--- src/rtl/riscv_pkg.sv ---
// Shared RISC-V decode constants and encodings used by the EX-stage blocks
// (shift unit, shift-operand fixup, ALU decode).
package riscv_pkg;

  localparam logic [6:0] OP_RTYPE = 7'b0110011;
  localparam logic [6:0] OP_ITYPE = 7'b0010011;

  localparam logic [2:0] F3_SLL = 3'b001;
  localparam logic [2:0] F3_SR  = 3'b101;

  typedef enum logic [1:0] {
    SK_SLL = 2'd0,
    SK_SRL = 2'd1,
    SK_SRA = 2'd2
  } shift_kind_t;

  typedef enum logic [1:0] {
    ST_IDLE  = 2'd0,
    ST_SHIFT = 2'd1,
    ST_DONE  = 2'd2
  } shift_state_t;

  function automatic logic is_shift_insn(input logic [6:0] op, input logic [2:0] func3);
    return ((op == OP_RTYPE) || (op == OP_ITYPE)) &&
           ((func3 == F3_SLL) || (func3 == F3_SR));
  endfunction

  function automatic shift_kind_t decode_shift_kind(input logic [2:0] func3,
                                                    input logic       func7_5);
    if (func3 == F3_SLL) return SK_SLL;
    return func7_5 ? SK_SRA : SK_SRL;
  endfunction

endpackage

--- src/rtl/ex_shift_unit_shift_step.sv ---
// One combinational shift step: shifts value by amount (0..STEP) in the
// direction and fill mode selected by kind.
module shift_step
  import riscv_pkg::*;
(
  input  logic [31:0]  value,
  input  logic [5:0]   amount,
  input  shift_kind_t  kind,
  output logic [31:0]  shifted
);

  always_comb begin
    shifted = value;
    case (kind)
      SK_SLL:  shifted = value << amount;
      SK_SRL:  shifted = value >> amount;
      SK_SRA:  shifted = $unsigned($signed(value) >>> amount);
      default: shifted = value;
    endcase
  end

endmodule

--- src/rtl/ex_shift_unit.sv ---
// Multi-cycle EX-stage shifter: shifts at most STEP bits per cycle, stalls the
// pipeline while working, then pulses done with the registered result.
module ex_shift_unit
  import riscv_pkg::*;
#(
  parameter int unsigned STEP = 4
) (
  input  logic        clk,
  input  logic        rst_n,
  input  logic        start,
  input  logic        flush,
  input  logic [6:0]  op,
  input  logic [2:0]  func3,
  input  logic        func7_5,
  input  logic [31:0] operand_a,
  input  logic [31:0] shamt_src,
  output logic [31:0] result,
  output logic        done,
  output logic        busy,
  output logic        stall
);

  localparam logic [5:0] STEP_W = 6'(STEP);

  shift_state_t state, state_nx;
  shift_kind_t  kind;
  logic [31:0]  acc;
  logic [5:0]   cnt;
  logic [5:0]   step_amt;
  logic [31:0]  step_out;
  logic         accept;
  logic         last_step;
  logic         unused_shamt_hi;

  assign unused_shamt_hi = ^shamt_src[31:5];

  assign accept    = start & is_shift_insn(op, func3) & (state == ST_IDLE) & ~flush;
  assign step_amt  = (cnt < STEP_W) ? cnt : STEP_W;
  // Decided on the count before this cycle's step: the step taken now finishes it.
  assign last_step = (cnt <= STEP_W);

  assign busy  = (state != ST_IDLE);
  assign stall = accept | (state == ST_SHIFT);
  assign done  = (state == ST_DONE) & ~flush;

  shift_step u_shift_step (
    .value   (acc),
    .amount  (step_amt),
    .kind    (kind),
    .shifted (step_out)
  );

  always_comb begin
    state_nx = state;
    case (state)
      ST_IDLE:  if (accept) state_nx = ST_SHIFT;
      ST_SHIFT: if (last_step) state_nx = ST_DONE;
      ST_DONE:  state_nx = ST_IDLE;
      default:  state_nx = ST_IDLE;
    endcase
    if (flush) state_nx = ST_IDLE;
  end

  always_ff @(posedge clk or negedge rst_n) begin
    if (!rst_n) begin
      state  <= ST_IDLE;
      acc    <= '0;
      cnt    <= '0;
      kind   <= SK_SLL;
      result <= '0;
    end else begin
      state <= state_nx;
      if (accept) begin
        acc  <= operand_a;
        cnt  <= {1'b0, shamt_src[4:0]};
        kind <= decode_shift_kind(func3, func7_5);
      end else if ((state == ST_SHIFT) && !flush) begin
        acc <= step_out;
        cnt <= cnt - step_amt;
        if (last_step) result <= step_out;
      end
    end
  end

endmodule

--- config.mk ---
export PLATFORM = sky130hd
export DESIGN_NAME = ex_shift_unit
export DESIGN_NICKNAME = d
export VERILOG_FILES = /design/src/rtl/riscv_pkg.sv /design/src/rtl/ex_shift_unit_shift_step.sv /design/src/rtl/ex_shift_unit.sv
export SDC_FILE = /design/constraint.sdc
export NUM_CORES = 1
export LEC_CHECK = 0
export CAP_MARGIN = 10
export CORE_AREA = 2 2 137 139
export CTS_BUF_LIST = sky130_fd_sc_hd__clkbuf_8
export DETAILED_ROUTE_END_ITERATION = 6
export DIE_AREA = 0 0 139 141
export PLACE_DENSITY = 0.69
export REMOVE_ABC_BUFFERS = 1
export SLEW_MARGIN = 25
export SYNTH_ARGS = -nofsm -noshare
export SYNTH_HDL_FRONTEND = slang
export SYNTH_HIERARCHICAL = 1
export SYNTH_SLANG_ARGS = --single-unit
export TNS_END_PERCENT = 30
--- constraint.sdc ---
create_clock -name clk -period 9.2 [get_ports clk]
set_clock_uncertainty 0.2 [all_clocks]
set_input_delay 1.38 -clock clk [delete_from_list [all_inputs] [get_ports clk]]
set_output_delay 1.38 -clock clk [all_outputs]
set_load 0.01 [all_outputs]
* After elaboration in Yosys (flattened, before gate mapping) *
Cells that the tools add are included.

word-level totals
  word-level logic and storage cells = 54
  output and inout bits = 35
  register bits after elaboration = 74

operators by class
  eq/ne operators = 10
  reduce and logical (&&, ||, !) cells = 11
  mux-type cells = 15
  $lt $le $gt $ge = 2
  add/sub/neg operators = 1
  bitwise logic cells = 7
  shift operators = 3

operators by type and width
  cell                number
  $pmux 32 s3         1
  $mux 32             2
  $shl 32x6->32       1
  $shr 32x6->32       1
  $sshr 32x6->32      1
  $mux 6              3
  $mux 2              6
  $eq 7x5->1 const B  1
  $eq 7x6->1 const B  1
  $le 6x3->1 const B  1
  $lt 6x3->1 const B  1
  $ne 3x3->1 const B  2
  $sub 6x6->6         1
  $and 1x1->1         4
  $eq 2x1->1 const B  2
  $eq 2x2->1 const B  2
  $logic_not 2->1     2
  $pmux 2 s2          1
  $reduce_bool 2->1   2
  $eq 3x1->1 const B  1
  $eq 3x3->1 const B  1
  $reduce_and 3->1    1
  $logic_and 1x1->1   2
  $logic_or 1x1->1    2
  other kinds (5)     7

* Longest topological paths before layout *
Gate-level depths: netlist of the first run.

  word-level depth = 9
  gate-level depth with buffers = 14
  gate-level depth less buffers = 10

* Hierarchy *
Netlist of the first run, hierarchy kept.

by module, submodules not included
  module         cells each  instances  area an instance (µm²)  sequential area each (µm²)
  shift_step     685         1          4931.0                  0.0
  ex_shift_unit  270         1          3113.0                  1851.8

* Worst setup path after synthesis of the first run *
No wires, ideal clock.

  path kind = input port to output port
  start = input flush
  end = output stall
  required time = 7620 ps
  arrival = 2091 ps
  path slack = 5529 ps
  cell stages on the path = 3
  cell sequence = and4bb_1 nand4_2 o21ai_0

on the way
  cells in the longest elaborated chain, start to end = 3

RTL lines
  item                line                 source
  start: declaration  ex_shift_unit.sv:11  input logic flush,
  $not 1->1           ex_shift_unit.sv:37  assign accept = start & is_shift_insn(op, func3) & (state == ST_IDLE) & ~flush;
  $and 1x1->1         ex_shift_unit.sv:37
  $or 1x1->1          ex_shift_unit.sv:43  assign stall = accept | (state == ST_SHIFT);
  end: declaration    ex_shift_unit.sv:20  output logic stall

Every way passes these cells.

* Worst setup path after layout of the first run *
Same ends and word-level chain as after synthesis.

==> reports/results.ini, run 1 <==
[outcome]
status = finished, final reports clean

[finish]
stdcell_count = 1219
area_growth_pct = 12.2
drive_gt1_frac = 0.130
fin_nets = 1059

[cts]
clkSinkCount = 74
cts_resized = 0
clockBufferDepth = 2
ctsHoldBuffers = 0
cts.root.buffer_cell = clkbuf_8
cts_tree = done
htreeDepth = 3
numCtsBuffers = 9
clk-insertion-delay-late_ns = 0.38
cts_setup_buffers = 0
path_clk_slew_ns = 0.09

[floorplanning]
core.rowCount = 50
die_y_um = 141
initial_core_util = 0.440
ios = 114
fp.dieW_um = 139
core-area_um2 = 18300
die_area_um2 = 19600

[timing]
fin_ws_ns = 4.40
period_needed_ns = 4.80
period_share = 0.522
rsz0062_at_grt = false
slew-limit-headroom = 0.207
worst_pin_slew_ns = 1.19
fmax_mhz = 208
hold_viol = 0
setup_viol = 0
fin_setup_tns_ns = 0
drv_slew = 0

[route]
dr_total_vias = 8496
drc_errors = 0
ant_nets = 0
via_per_inst = 6.97
routedWlPerCell_um = 26.5
firstDrtPassIters = 6
drt_iter0_drc = 1779
drt_wl_total_um = 32300

[yosys]
synthMuxAreaShare = 0.263
synth_compound_area_frac = 0.247
synthAdderAreaFrac = 0.00156
yosys_warnings = 6
synth_top_cell_by_area = dfrtp_1
syn_area_um2 = 8040
syn_inst = 955
synth_cell_type_count = 85
syn_area_per_cell_um2 = 8.42
synth_area_leaders = dfrtp_1 (23%), mux4_2 (8.1%), mux2i_1 (7.3%)
yosysSeqAreaShare = 0.230
yosysTopAreaCellShare = 0.230
ys_ff_latch = 74
synth.most_common_cell = nand2_1
synthSimpleGateAreaFrac = 0.189
synth-edff-count = 0
synth_top_family_by_area = multiplexers
synthFlopType = dfrtp_1
async_reset_ff_frac = 1.00
synth.top_cells.by_count = nand2_1 (155), dfrtp_1 (74), nor2_1 (65)
synth_xor_area_frac = 0.00218

[hold_path]
hp-start = result[2]$_DFFE_PN0P_
min_path_type = reg -> reg
min_path_cells = 1

[power_and_ir_drop]
leakagePower_nw = 3.64
irDropWorstVdd_v = 0.0000711
powerDensity_nw_per_um2 = 99.9
total_power_w = 0.000902

[worst_setup_path]
worstSetupEndpointType = output port
cp-startpoint = flush
crit_type = in -> out
cp.required_ns = 7.62
crit_path_start_kind = input port
cp.arrival_ns = 3.22
critPathMaxFanout = 10
r2r_start = cnt[4]$_DFFE_PN0P_
r2r_cells = 11

[grt]
grt_max_degree = 91
grt_pass1_vias = 7916
antenna_found_initial = 0
grt_overflow = 0
groute.usage.overall = 0.322
grt_pass1_wl_um = 48700

[placement]
place.gp.congestion = 1.02
dp_cells = 1202
place_ws_ns = 4.40
hpwlAfterDp_um = 22200
numPortBuffers = 85

[flow_run]
maxCapViolCount = 0

==> metrics by stage <==
stage / instance area [um^2] / hold WS [ns] / utilization
after global placement: 8810 / 0.275 / 0.482
after CTS: 9020 / 0.300 / 0.494
after floorplan: 7590 / 0.314 / -
after detailed placement: 8810 / 0.281 / 0.482
after global routing: 9020 / 0.315 / 0.494
final: 9020 / 0.295 / 0.494
==> layout make-up <==
class,instances,area [um^2]
clock inverter,6,66.3
inverter,11,41.3
sequential,74,1850
timing repair buffer,96,935
multi-input combinational,787,5700
fill,1788,9240
antenna,1,2.50
clock buffer,10,138
tap,234,293
==> state kept, by name, indices dropped and copies added (netlist names) <==
register / cells
result: 32
state: 2
acc: 32
kind: 2
cnt: 6
==> per-layer routing <==
metal / GRT usage / vias to the layer above / part of all wire
met5: 0 / - / 0
met4: 0.163 / 0 / 0.054
met3: 0.0734 / 147 / 0.12
met2: 0.463 / 646 / 0.42
met1: 0.454 / 4021 / 0.41
li1: - / 3682 / -
==> cell usage in the layout (no fill, tap or decap), types with 12 or more instances in the layout <==
| cell type | instances |
|---|---|
| o21ai_0 | 36 |
| a22oi_1 | 40 |
| nand3_1 | 16 |
| a21oi_1 | 36 |
| mux2_2 | 41 |
| nand2b_1 | 12 |
| mux2i_1 | 59 |
| clkdlybuf4s50_1 | 84 |
| dfrtp_1 | 74 |
| mux2_1 | 34 |
| o22ai_1 | 25 |
| a211oi_1 | 17 |
| nor2_1 | 65 |
| mux4_2 | 29 |
| nand2_1 | 155 |
| nor2b_1 | 15 |
| o21ai_1 | 14 |
| o211ai_1 | 15 |
| a31oi_1 | 19 |
==> path summary, 6_finish.rpt <==
| kind | endpoint | slack, ns |
|---|---|---|
| worst max-delay path | stall | 4.40 |
| worst min-delay path | result[2]$_DFFE_PN0P_ | 0.29 |
| worst max register to register | result[25]$_DFFE_PN0P_ | 4.53 |
| worst min register to register | result[2]$_DFFE_PN0P_ | 0.29 |
| max in group asynchronous | result[26]$_DFFE_PN0P_ | 7.50 |
| min in group asynchronous | result[1]$_DFFE_PN0P_ | 0.81 |
==> worst max-delay path: stages <==
cell and delay (ns):
clkdlybuf4s50_1 0.49, and4bb_1 0.37, nand4_2 0.27, o21ai_0 0.15, clkdlybuf4s50_1 0.55
==> power breakdown <==
part	leakage (nW)	switching, W	internal (W)
clock network	0.100	0.000136	0.000133
registers	1.02	0.0000281	0.000333
logic	2.52	0.000169	0.000102
total	3.64	0.000333	0.000569
==> cells by family (layout without fill, tap and decap cells) <==
| logic type | count (synthesis) | after routing |
|---|---|---|
| simple gates | 327 | 327 |
| compound gates | 282 | 282 |
| mux | 165 | 165 |
| buf+inv | 102 | 123 |
| flops | 74 | 74 |
| other cells | 2 | 11 |
| xor+xnor | 2 | 2 |
| fa+ha+maj | 1 | 1 |
No activity file was read; power rests on OpenSTA's default activity.
==> inputs of run 2 (changes only) <==
Clock period 9.2 ns to 4.9 ns, I/O delays scaled along.
==> run 2 against run 1 <==
Effect of this change: total power increased by 93%; non-clock buffer count increased by 11; wire length increased by 0.46%; clock-buffer cell count decreased by 1; clock power increased by 100%; global-route usage increased by 0.37 points; hold slack got worse by 0.13 ns; critical path depth increased by 4; sequential cell count unchanged; final cell count increased by 0.82%; cell area increased by 1.5%; critical endpoint is now result[19]$_DFFE_PN0P_; largest cell class unchanged.
==> reports/results.ini, run 2 (synthesis gave the netlist of run 1 again) <==
[grt]
grt_overflow = 0  ; unchanged
grt_max_degree = 91  ; unchanged
grt_pass1_vias = 8046  ; +1.6%
groute.usage.overall = 0.326  ; +0.00372
antenna_found_initial = 0  ; unchanged
grt_pass1_wl_um = 49100  ; +0.74%

[finish]
final_cell_mix = nand2_1 (155), clkdlybuf4s50_1 (84), dfrtp_1 (74)
final_core_util = 0.501  ; +0.00719
top_regs = acc (32), result (32), cnt (6)
fin_nets = 1070  ; +1.0%
antenna_cells = 0  ; -1
layout_commonest_cell = nand2_1
area_growth_pct = 13.8
drive_gt1_frac = 0.140  ; +0.00962

[worst_setup_path]
cp-startpoint = cnt[4]$_DFFE_PN0P_
critPathMaxFanout = 35  ; +25
r2r_cells = 9  ; -2
cp-endpoint = result[19]$_DFFE_PN0P_
r2r_end = result[19]$_DFFE_PN0P_
crit_type = reg -> reg
cp.arrival_ns = 4.10  ; +0.88 ns
cp.required_ns = 4.95  ; -2.67 ns
r2r_start = cnt[4]$_DFFE_PN0P_
rrSetupSlack_ns = 0.85  ; -3.68 ns
worstSetupEndpointType = register
crit_path_start_kind = register

[flow_run]
maxCapViolCount = 0  ; unchanged

[placement]
place_ws_ns = 1.05  ; -3.36 ns
hpwlAfterDp_um = 22700  ; +2.3%
place.gp.congestion = 1.03  ; +0.73%
numPortBuffers = 85  ; unchanged

[timing]
period_share = 0.826
fin_ws_ns = 0.855  ; -3.54 ns
period_needed_ns = 4.05
worst_pin_slew_ns = 0.996  ; -0.191 ns
whs_ns = 0.169  ; -0.126 ns
hold_viol = 0  ; unchanged
rsz0062_at_grt = false
slew-limit-headroom = 0.334  ; +0.127
fmax_mhz = 247
drv_slew = 0  ; unchanged
fin_setup_tns_ns = 0  ; unchanged
setup_viol = 0  ; unchanged

[power_and_ir_drop]
irDropWorstVdd_v = 0.000151  ; +110%
powerDensity_nw_per_um2 = 190  ; +90%
swShare = 0.360  ; -0.00908
total_power_w = 0.00174  ; +93%
pwr-share-comb = 0.301  ; about the same
p_switching_w = 0.000628  ; +88%
p_int_w = 0.00111  ; +96%
leakagePower_nw = 3.72  ; +2.2%
seqPwrFrac = 0.390  ; -0.011
power_frac_clock = 0.309  ; +0.011

[cts]
cts_resized = 0  ; unchanged
htreeDepth = 3  ; unchanged
cts_tree = done
clockBufferDepth = 2  ; unchanged
cts.root.buffer_cell = clkbuf_8
path_clk_slew_ns = 0.09  ; about the same
ctsHoldBuffers = 0  ; unchanged
numCtsBuffers = 9  ; unchanged
clkSinkCount = 74  ; unchanged
cts_setup_buffers = 0  ; unchanged
clk-insertion-delay-late_ns = 0.37  ; about the same

[floorplanning]
die_area_um2 = 19600  ; unchanged
ios = 114  ; unchanged
initial_core_util = 0.440  ; unchanged
die_y_um = 141  ; unchanged
fp.dieW_um = 139  ; unchanged
core.rowCount = 50  ; unchanged
core-area_um2 = 18300  ; unchanged

[outcome]
status = finished, final reports clean

[route]
drc_errors = 0  ; unchanged
dr_total_vias = 8501  ; +0.059%
via_per_inst = 6.92  ; -0.76%
firstDrtPassIters = 5  ; -1
routedWlPerCell_um = 26.4  ; -0.35%
ant_nets = 0  ; unchanged
drt_wl_total_um = 32400  ; +0.46%
drt_iter0_drc = 1456  ; -18%

[hold_path]
min_path_type = in -> async

==> run 2: cell types whose count changed in the layout (fill, tap and decap cells not counted) <==
cell        previous run  this run
bufinv_16              1         2
inv_1                  7         8
clkinvlp_4             2         1
diode_2                1         0
clkinv_2               0         1
clkinv_1               2         1
clkbuf_8              10         9
buf_4                 11        19
buf_12                 0         3
==> run 2: power groups by stage <==
stage | clock, W | sequential, W | combinational, W
after detailed placement | 0 | 0.000688 | 0.000488
after global placement | 0 | 0.000688 | 0.000488
final | 0.000539 | 0.000680 | 0.000524
after floorplan | 0 | 0.000665 | 0.000315
after CTS | 0.000555 | 0.000676 | 0.000490
after global routing | 0.000577 | 0.000681 | 0.000551
==> run 2: worst max-delay path, cell delays in order (launching register included) <==
cell and delay (ns):
dfrtp_1 0.43, nor4_1 0.50, and2_4 0.63, buf_4 0.32, mux4_2 0.51, mux2i_1 0.29, a21oi_1 0.11, o21ai_1 0.35
a31oi_1 0.21, mux2_1 0.32
==> run 2: how the worst min path moves through the flow <==
stage | endpoint | slack, ns | from
CTS | result[25]$_DFFE_PN0P_ | 0.30 | result[25]$_DFFE_PN0P_
global placement | result[6]$_DFFE_PN0P_ | 0.28 | result[6]$_DFFE_PN0P_
finish | result[1]$_DFFE_PN0P_ | 0.17 | rst_n
global route | result[1]$_DFFE_PN0P_ | 0.21 | rst_n
detailed placement | result[6]$_DFFE_PN0P_ | 0.28 | result[6]$_DFFE_PN0P_
floorplan | acc[0]$_DFFE_PN0P_ | 0.24 | rst_n
==> run 2: per-layer routing <==
metal,wire (um),part of all wire,vias up,GRT usage
met1,12700,0.39,4051,0.434
met2,13600,0.42,637,0.469
met3,4360,0.13,129,0.114
met5,0,0,-,0
met4,1780,0.055,0,0.164
li1,-,-,3684,-
==> run 2: cell type report <==
cell class                      instances  area, um^2
Fill cell                            1822        9110
Multi-Input combinational cell        787        5700
Sequential cell                        74        1850
Timing Repair Buffer                  107        1050
Tap cell                              234         293
Clock buffer                            9         124
Clock inverter                          7        93.8
Inverter                               11        41.3
==> run 2: through the flow <==
step | cells | area (um^2)
2_1_floorplan | 872 | 7590
3_3_place_gp | 1213 | 8930
3_5_place_dp | 1213 | 8930
4_1_cts | 1229 | 9150
5_1_grt | 1229 | 9160
6_report | 1229 | 9160
==> inputs of run 3 (changes only) <==
Settings changed: PLACE_DENSITY 0.69 to 0.72.
Clock period 4.9 ns to 3.4 ns, I/O delays scaled along.
==> run 3 against run 2 <==
Effect of this change: the flow now finishes with violations (negative setup slack); sequential share of layout area is 1.9 points lower; critical path depth increased by 2; core utilization grew 5.4 points; hold slack improved by 0.12 ns; critical path type unchanged; critical endpoint is now result[16]$_DFFE_PN0P_.
==> reports/results.ini, run 3 (synthesis gave the netlist of run 1 again) <==
[worst_setup_path]
cpPeakStageDelay_ns = 0.54  ; -0.09 ns
crit_buf_inv = 2  ; +1
critPathSlowestCell = mux4_2
path_cells = nor4_4, buf_4, and2_4, buf_12, mux2_2, mux4_2, nor2_1, a21oi_1, o32ai_1, a31oi_1, mux2_1
critPathMaxFanout = 10  ; -71%
crit_path_start_kind = register
cp.arrival_ns = 3.52  ; -0.58 ns
crit_family = multiplexers
worstSetupEndpointType = register
cp.required_ns = 3.46  ; -1.49 ns
crit_type = reg -> reg

[timing]
worst_pin_slew_ns = 0.836  ; -0.160 ns
period_share = 1.02  ; +0.193
whs_ns = 0.294  ; +0.125 ns
fmax_mhz = 289  ; +17%
slew-limit-headroom = 0.442  ; +0.108
fin_setup_tns_ns = -0.135  ; -0.135 ns
rsz0062_at_grt = true
period_needed_ns = 3.46  ; -0.583 ns
fin_ws_ns = -0.0621  ; -0.917 ns
drv_slew = 0  ; unchanged
hold_viol = 0  ; unchanged
setup_viol = 4  ; +4

[hold_path]
min_path_type = reg -> reg

[route]
routedWlPerCell_um = 25.7  ; -2.8%
drc_errors = 0  ; unchanged
via_per_inst = 7.03  ; +1.6%
firstDrtPassIters = 6  ; +1
highest_layer = met5
drt_iter0_drc = 1652  ; +13%
dr_wl_met2_um = 13800  ; +1.3%
ant_nets = 0  ; unchanged
dr_total_vias = 9194  ; +8.2%
wl_met1_um = 13000  ; +2.8%
drt_wl_total_um = 33600  ; +3.5%
dr_wl_met3_um = 4640  ; +6.4%

[finish]
top_regs = acc (32), result (32), cnt (6)
fin_nets = 1149  ; +7.4%
area_growth_pct = 26.0
drive_gt1_frac = 0.240  ; +0.101
fillers = 1677  ; -8.0%
stdcell_area_um2 = 10100  ; +11%
final_cell_mix = nand2_1 (155), buf_4 (86), clkdlybuf4s50_1 (84)
layout_commonest_cell = nand2_1
antenna_cells = 0  ; unchanged

[placement]
postPlaceCellArea_um2 = 9430  ; +5.5%
place.gp.congestion = 1.08  ; +5.1%
place_ws_ns = -0.0251  ; -1.07 ns
numPortBuffers = 85  ; unchanged
hpwlAfterDp_um = 23200  ; +2.0%

[cts]
path_clk_slew_ns = 0.08  ; about the same
htreeDepth = 3  ; unchanged
cts_tree = done
numCtsBuffers = 9  ; unchanged
cts.root.buffer_cell = clkbuf_8
clockBufferDepth = 2  ; unchanged
clk-insertion-delay-late_ns = 0.38  ; about the same
clkSinkCount = 74  ; unchanged

[floorplanning]
core.rowCount = 50  ; unchanged
die_y_um = 141  ; unchanged
ios = 114  ; unchanged
core-area_um2 = 18300  ; unchanged
fp.dieW_um = 139  ; unchanged
initial_core_util = 0.440  ; unchanged
die_area_um2 = 19600  ; unchanged

[power_and_ir_drop]
irDropWorstVdd_v = 0.000224  ; +48%
powerDensity_nw_per_um2 = 263  ; +38%
total_power_w = 0.00267  ; +53%
leakagePower_nw = 4.20  ; +13%

[outcome]
violations = negative setup slack
status = finished, violations left

[grt]
grt_pass1_wl_um = 49200  ; +0.14%
grt_overflow = 0  ; unchanged
grt_pass1_vias = 8201  ; +1.9%
groute.usage.overall = 0.324  ; -0.00141
antenna_found_initial = 1  ; +1
grt_max_degree = 91  ; unchanged

[flow_run]
maxCapViolCount = 0  ; unchanged

run 3: cell types whose count changed in the layout (fill, tap and decap cells not counted), sizes merged:
cell / before / now
buf: 23 / 98
clkbuf: 9 / 14
clkinvlp: 1 / 0
dlygate4sd3: 0 / 1
inv: 12 / 11
run 3: path summary, 6_finish.rpt:
check / start / to / slack (ns) / depth (start not counted)
min in group asynchronous: rst_n / result[3]$_DFFE_PN0P_ / 0.50 / 2
worst max-delay path: cnt[5]$_DFFE_PN0P_ / result[16]$_DFFE_PN0P_ / -0.06 / 11
max in group asynchronous: rst_n / cnt[5]$_DFFE_PN0P_ / 1.97 / 2
worst max register to register: cnt[5]$_DFFE_PN0P_ / result[16]$_DFFE_PN0P_ / -0.06 / 11
worst min register to register: result[9]$_DFFE_PN0P_ / result[9]$_DFFE_PN0P_ / 0.29 / 1
worst min-delay path: result[9]$_DFFE_PN0P_ / result[9]$_DFFE_PN0P_ / 0.29 / 1
run 3: cell type report:
class                           count  area (um^2)  area share
Multi-Input combinational cell    787         5940       0.586
Timing Repair Buffer              186         1780       0.176
Clock buffer                       11          151      0.0149
Inverter                           11         43.8     0.00432
Sequential cell                    74         1850       0.183
Clock inverter                      5         77.6     0.00765
Tap cell                          234          293      0.0289
run 3: power breakdown:
part	switching (W)	total (W)	internal [W]	leakage [nW]
Clock	0.000349	0.000799	0.000451	0.121
Combinational	0.000520	0.000897	0.000376	3.06
Sequential	0.0000705	0.000973	0.000902	1.02
Total	0.000940	0.00267	0.00173	4.20
run 3: through the flow:
stage,utilization,std cells
2_1_floorplan,-,872
3_3_place_gp,0.516,1274
3_5_place_dp,0.516,1274
4_1_cts,0.530,1291
5_1_grt,0.555,1308
6_report,0.555,1308
run 3: what timing repair did:
| action | CTS | global route |
|---|---|---|
| cloned | 0 | 3 |
| pin swaps | 1 | 16 |
| hold endpoints to repair | 0 | 1 |
| resized for setup | 4 | 61 |
| setup buffers | 1 | 13 |
| hold buffers | 0 | 1 |
| setup endpoints to repair | 6 | 56 |
run 3: routing by layer:
metal / vias up / track usage
met5: - / 0
met4: 2 / 0.166
met3: 176 / 0.0734
met2: 821 / 0.468
met1: 4352 / 0.455
li1: 3843 / -
